**config.mk**
```make
export PLATFORM = sky130hd
export DESIGN_NAME = imem_loader
export DESIGN_NICKNAME = d
export VERILOG_FILES = /design/src/rtl/imem_pkg.sv /design/src/rtl/imem_loader_byte_packer.sv /design/src/rtl/imem_loader.sv
export SDC_FILE = /design/constraint.sdc
export NUM_CORES = 1
export LEC_CHECK = 0
export ABC_AREA = 0
export BUFFER_PORTS_ARGS = -buffer_cell sky130_fd_sc_hd__buf_2
export CORE_MARGIN = 2
export CORE_UTILIZATION = 54
export CTS_BUF_LIST = sky130_fd_sc_hd__clkbuf_4 sky130_fd_sc_hd__clkbuf_8 sky130_fd_sc_hd__clkbuf_16
export CTS_CLUSTER_SIZE = 25
export DETAILED_ROUTE_END_ITERATION = 8
export PLACE_DENSITY = 0.81
export SLEW_MARGIN = 25
export SYNTH_ARGS = -nofsm -noshare
export SYNTH_HDL_FRONTEND = slang
export SYNTH_HIERARCHICAL = 1
export SYNTH_SLANG_ARGS = --single-unit
```
**constraint.sdc**
```tcl
create_clock -name clk -period 2.6 [get_ports clk]
set_clock_uncertainty 0.1 [all_clocks]
set_input_delay 0 -clock clk [delete_from_list [all_inputs] [get_ports clk]]
set_output_delay 0 -clock clk [all_outputs]
set_load 0.03 [all_outputs]
```
**src/rtl/imem_pkg.sv**
```systemverilog
// Shared definitions for the instruction-memory loader: FSM states, the
// reset-vector base address and the number of bytes packed per word.
package imem_pkg;

  typedef enum logic [1:0] {
    IDLE  = 2'd0,
    LOAD  = 2'd1,
    WRITE = 2'd2,
    DONE  = 2'd3
  } state_e;

  // Reset-vector base; the instruction ROM decodes the same range.
  localparam logic [31:0] BASE_ADDR = 32'hBFC00000;

  localparam int WORD_BYTES = 4;

endpackage

```
**src/rtl/imem_loader_byte_packer.sv**
```systemverilog
// Lane buffer for one memory word: collects stream bytes into their
// little-endian lanes and tracks which lanes have been filled.
module byte_packer
  import imem_pkg::*;
#(
  parameter int DATA_WIDTH = 8,
  parameter int LANES      = WORD_BYTES
) (
  input  logic                          clk,
  input  logic                          rst,
  input  logic                          clr,
  input  logic                          load_en,
  input  logic [$clog2(LANES)-1:0]      lane,
  input  logic [DATA_WIDTH-1:0]         byte_in,
  output logic [LANES*DATA_WIDTH-1:0]   word,
  output logic [LANES-1:0]              be
);

  logic [LANES*DATA_WIDTH-1:0] word_q, word_d;
  logic [LANES-1:0]            be_q, be_d;

  // Clear wins over load so a finished word never leaks into the next one.
  always_comb begin
    word_d = word_q;
    be_d   = be_q;
    if (clr) begin
      word_d = '0;
      be_d   = '0;
    end else if (load_en) begin
      word_d[lane*DATA_WIDTH +: DATA_WIDTH] = byte_in;
      be_d[lane]                            = 1'b1;
    end
  end

  // Buffer and lane-enable registers.
  always_ff @(posedge clk or posedge rst) begin
    if (rst) begin
      word_q <= '0;
      be_q   <= '0;
    end else begin
      word_q <= word_d;
      be_q   <= be_d;
    end
  end

  assign word = word_q;
  assign be   = be_q;

endmodule

```
**src/rtl/imem_loader.sv**
```systemverilog
// Boot loader for instruction memory: accepts a byte stream, packs groups of
// four bytes little-endian and writes each word from the reset vector upward.
module imem_loader #(
  parameter int                       ADDRESS_WIDTH = 32,
  parameter int                       DATA_WIDTH    = 8,
  parameter logic [ADDRESS_WIDTH-1:0] BASE_ADDR     = ADDRESS_WIDTH'(imem_pkg::BASE_ADDR),
  parameter int                       MAX_BYTES     = 4096
) (
  input  logic                     clk,
  input  logic                     rst,
  input  logic                     start,
  input  logic [DATA_WIDTH-1:0]    byte_in,
  input  logic                     byte_valid,
  input  logic                     byte_last,
  output logic                     byte_ready,
  output logic                     mem_we,
  output logic [ADDRESS_WIDTH-1:0] mem_addr,
  output logic [ADDRESS_WIDTH-1:0] mem_wdata,
  output logic [3:0]               mem_be,
  output logic                     busy,
  output logic                     done,
  output logic                     overflow
);

  import imem_pkg::*;

  localparam int            CW      = $clog2(MAX_BYTES + 1);
  localparam logic [CW-1:0] MAX_CNT = CW'(MAX_BYTES);

  state_e        state_q, state_d;
  logic [CW-1:0] cnt_q, cnt_d;
  logic          done_q, done_d;
  logic          ovf_q, ovf_d;
  logic          last_q, last_d;

  logic                             pk_load;
  logic                             pk_clr;
  logic [WORD_BYTES*DATA_WIDTH-1:0] pk_word;
  logic [WORD_BYTES-1:0]            pk_be;

  byte_packer #(
    .DATA_WIDTH (DATA_WIDTH),
    .LANES      (WORD_BYTES)
  ) u_packer (
    .clk     (clk),
    .rst     (rst),
    .clr     (pk_clr),
    .load_en (pk_load),
    .lane    (cnt_q[1:0]),
    .byte_in (byte_in),
    .word    (pk_word),
    .be      (pk_be)
  );

  // Next-state, byte counter and sticky status; a session restart clears all of them.
  always_comb begin
    state_d = state_q;
    cnt_d   = cnt_q;
    done_d  = done_q;
    ovf_d   = ovf_q;
    last_d  = last_q;
    pk_load = 1'b0;
    pk_clr  = 1'b0;
    case (state_q)
      IDLE, DONE: begin
        if (start) begin
          state_d = LOAD;
          cnt_d   = '0;
          done_d  = 1'b0;
          ovf_d   = 1'b0;
          last_d  = 1'b0;
          pk_clr  = 1'b1;
        end
      end
      LOAD: begin
        if (byte_valid) begin
          pk_load = 1'b1;
          cnt_d   = cnt_q + CW'(1);
          if ((cnt_q[1:0] == 2'd3) || byte_last || (cnt_d == MAX_CNT)) begin
            state_d = WRITE;
            last_d  = byte_last;
          end
        end
      end
      WRITE: begin
        pk_clr = 1'b1;
        if (last_q || (cnt_q == MAX_CNT)) begin
          state_d = DONE;
          done_d  = 1'b1;
          ovf_d   = ~last_q;
        end else begin
          state_d = LOAD;
        end
      end
      default: state_d = IDLE;
    endcase
  end

  // Control registers; reset drops any word still waiting to be written.
  always_ff @(posedge clk or posedge rst) begin
    if (rst) begin
      state_q <= IDLE;
      cnt_q   <= '0;
      done_q  <= 1'b0;
      ovf_q   <= 1'b0;
      last_q  <= 1'b0;
    end else begin
      state_q <= state_d;
      cnt_q   <= cnt_d;
      done_q  <= done_d;
      ovf_q   <= ovf_d;
      last_q  <= last_d;
    end
  end

  // Write port decoded from registered state only; the word address is the
  // index of the last accepted byte rounded down to a word boundary.
  always_comb begin
    mem_we    = 1'b0;
    mem_addr  = '0;
    mem_wdata = '0;
    mem_be    = '0;
    if (state_q == WRITE) begin
      mem_we    = 1'b1;
      mem_addr  = BASE_ADDR + ((ADDRESS_WIDTH'(cnt_q) - ADDRESS_WIDTH'(1)) & ~ADDRESS_WIDTH'(3));
      mem_wdata = ADDRESS_WIDTH'(pk_word);
      mem_be    = pk_be;
    end
  end

  assign byte_ready = (state_q == LOAD);
  assign busy       = (state_q == LOAD) || (state_q == WRITE);
  assign done       = done_q;
  assign overflow   = ovf_q;

endmodule

```
==> flow_metrics.py <==
metrics = {
    "outcome": {
        "status": "finished clean",
    },
    "sta": {
        "period_share": 0.9640,
        "period_minus_slack_ns": 2.507,
        "finalHoldViolCount": 0,
        "slew_headroom": 0.5023,
        "setup_slack_ns": 0.09347,
        "tns_ns": 0,
        "slew_viol_final": 0,
        "tightest_slew_ns": 0.7457,
        "setup_viol": 0,
        "fmax_ghz": 0.3990,
        "rsz0062_at_grt": "false",
    },
    "cells_and_area": {
        "num_antenna_cells": 0,
        "layout.nets": 484,
        "post_route_cells_drive_above_1_share": 0.2832,
        "syn2layout_area_growth_pct": 17.88,
    },
    "yosys": {
        "yosysWarnings": 6,
        "synth_most_common_cell": "dfrtp_1",
        "post_synth_inst_count": 384,
        "async_flop_share": 1.000,
        "yosys-top-cells-count": "dfrtp_1, and2_1, nand2_1",
        "synth_top_cell_area_share": 0.3831,
        "synth_area_leader_cell": "dfrtp_1",
        "synthAdderAreaFrac": 0.04612,
        "synth_edf_count": 0,
        "muxShareOfSynthArea": 0.01454,
        "ys_seq_area_frac": 0.3831,
        "synth_cell_type_count": 57,
        "synth_top_family_by_area": "simple AND/OR/NAND/NOR gates",
        "synth_area_leaders": "dfrtp_1, and2_1, a32o_1",
        "syn_avg_cell_area_um2": 9.185,
        "synth-xor-area-share": 0.03228,
        "synthSimpleGateAreaFrac": 0.2398,
        "synth_compound_area_frac": 0.1880,
        "synth-main-ff-cell": "dfrtp_1",
        "ys_ff_latch": 54,
        "synth_area_um2": 3527,
    },
    "cts": {
        "cts.path.max_buffers": 2,
        "clk_pin_slew_ns": 0.10,
        "clock-sinks": 54,
        "numCtsBuffers": 5,
        "clk_latency_ns": 0.31,
        "cts_tree": "done",
        "cts-htree-levels": 2,
        "cts-root-buf": "clkbuf_8",
    },
    "placed_design": {
        "port_buffers": 82,
        "preCtsSetupSlack_ns": 0.2804,
        "place_hpwl_um": 6004,
        "place_congestion": 0.9443,
    },
    "routing": {
        "wl_met1_um": 3870,
        "drt_pass1_iterations": 5,
        "num_vias": 3090,
        "wire_per_inst_um": 16.12,
        "routed_wl_um": 8638,
        "drc": 0,
        "wl_met2_um": 4105,
        "highest_layer": "met4",
        "ant_nets": 0,
        "vias_per_cell": 5.765,
        "dr_wl_met3_um": 527,
        "drt_iter0_markers": 204,
    },
    "critical_path": {
        "cp.depth": 7,
        "critPathTopFamily": "simple AND/OR/NAND/NOR gates",
        "path_max_fanout": 5,
        "r2r-start": "cnt_q[0]",
        "critPathMaxStageDelay_ns": 0.51,
        "ff2ff_path_depth": 6,
        "rrSetupSlack_ns": 0.22,
        "end_kind": "output port",
        "reg2reg_to": "u_packer/word[24]",
        "path_cells": "inv_1, ha_2, or4b_4, or4_1, xor2_1, nor2b_1, buf_4",
        "path_buf_inv": 2,
        "crit_path_top_delay_cell": "or4b_4",
        "crit_path_start_kind": "flip-flop",
        "required_ns": 2.50,
        "critPathKind": "flip-flop to output port",
        "cp_data_arrival_time_ns": 2.41,
    },
    "floorplan": {
        "core_um2": 6350,
        "die_h_um": 84.82,
        "io_pins": 86,
        "fp.dieW_um": 84.82,
        "start_util": 0.5555,
        "die-area_um2": 7194,
        "fp-row-count": 29,
    },
    "global_routing": {
        "grt_max_degree": 38,
        "overflow": 0,
        "antenna_found_initial": 0,
        "grtUsageTotal": 0.2424,
        "grt_pass1_wl_um": 14190,
        "first_global_vias": 2934,
    },
    "hold_path": {
        "hp-start": "byte_valid",
        "hp-class": "primary input to flip-flop",
        "worst_hold_path.num_cells": 4,
        "holdPathEnd": "state_q[1]",
    },
    "pwr": {
        "vdd_drop_max_mv": 0.4380,
        "p_per_area_nw_per_um2": 901.4,
        "p_leak_nw": 2.081,
    },
    "job": {
        "max_cap_viol_count": 0,
    },
}
power breakdown:
group	switching [W]	total [W]	internal [W]
Sequential	0.0000971	0.00105	0.000954
Combinational	0.00139	0.00211	0.000715
Clock	0.000297	0.000591	0.000294
cell usage in the layout (no fill, tap or decap), drive strengths merged, types with 2 or more instances in the layout:
cell type and count:
o21a 2, buf 100, o2bb2ai 8, and2 46, and3 2, clkbuf 5, and4 2, nor2 16
o21ai 16, mux2i 4, xnor2 4, conb 3, a21boi 2, nand4 3, nor2b 14, nand3 13
or4b 2, xor2 9, o211ai 2, ha 13, a21oi 17, or2 4, inv 15, nor3 5
nand2 31, o31ai 7, dlygate4sd3 11, a31oi 2, nor4 2, a32o 24, dfrtp 54, nand2b 6
sequential cells by signal, indices dropped and copies added (netlist names):
register,cells
state_q,2
u_packer/word,32
u_packer/be,4
last_q,1
done,1
cnt_q,13
overflow,1
kinds of logic after synthesis:
family	Yosys count
AND/OR/NAND/NOR	149
AO/OA/AOI/OAI	88
buffers and inverters	61
flip-flops	54
adder cells (fa/ha/maj)	13
XOR/XNOR	13
multiplexers	5
other	1
repair_timing:
| item | in CTS | in global routing |
|---|---|---|
| hold buffers | 11 | 0 |
| hold endpoints to repair | 75 | 0 |
| buffers inserted | 0 | 4 |
| resized for setup | 2 | 7 |
| endpoints found under the setup margin | 10 | 12 |
stage by stage:
step / util / std cells / hold slack [ns] / power (W) / instance area, um2
after floorplan: - / 386 / -0.1614 / 0.002593 / 3537
after global placement: 0.6095 / 513 / 0.03591 / 0.003021 / 3870
after detailed placement: 0.6095 / 513 / 0.03364 / 0.003068 / 3870
after CTS: 0.6465 / 532 / 0.03589 / 0.003683 / 4105
after global routing: 0.6548 / 536 / 0.07677 / 0.003979 / 4158
final: 0.6548 / 536 / 0.04101 / 0.003748 / 4158
layer usage:
| metal | vias to the layer above | GRT usage |
|---|---|---|
| met4 | 0 | 0.07215 |
| met1 | 1484 | 0.3375 |
| met2 | 124 | 0.3980 |
| met5 | - | 0 |
| met3 | 12 | 0.03307 |
| li1 | 1470 | - |
cell type report:
type / instances / area, um2
clock buffers: 5 / 68.82
clock inverters: 3 / 48.80
fillers: 521 / 2192
inverters: 15 / 56.30
multi-input cells: 271 / 1874
flip-flops and latches: 54 / 1355
well taps: 77 / 96.34
repair buffers: 111 / 658.1
worst max path at each step:
stage | from | to | slack (ns)
floorplan | cnt_q[0] | mem_addr[10] | 0.14
global placement | cnt_q[0] | u_packer/word[27] | 0.33
detailed placement | cnt_q[0] | u_packer/word[28] | 0.28
CTS | cnt_q[1] | mem_addr[10] | 0.01
global route | cnt_q[1] | mem_addr[10] | 0.007
finish | cnt_q[1] | mem_addr[10] | 0.09
worst min-delay path, stage by stage:
cell      delay [ns]
buf_2           0.09
o21ai_0         0.13
nand2_1         0.12
o211ai_2        0.07
(Power assumes the default switching activity.)
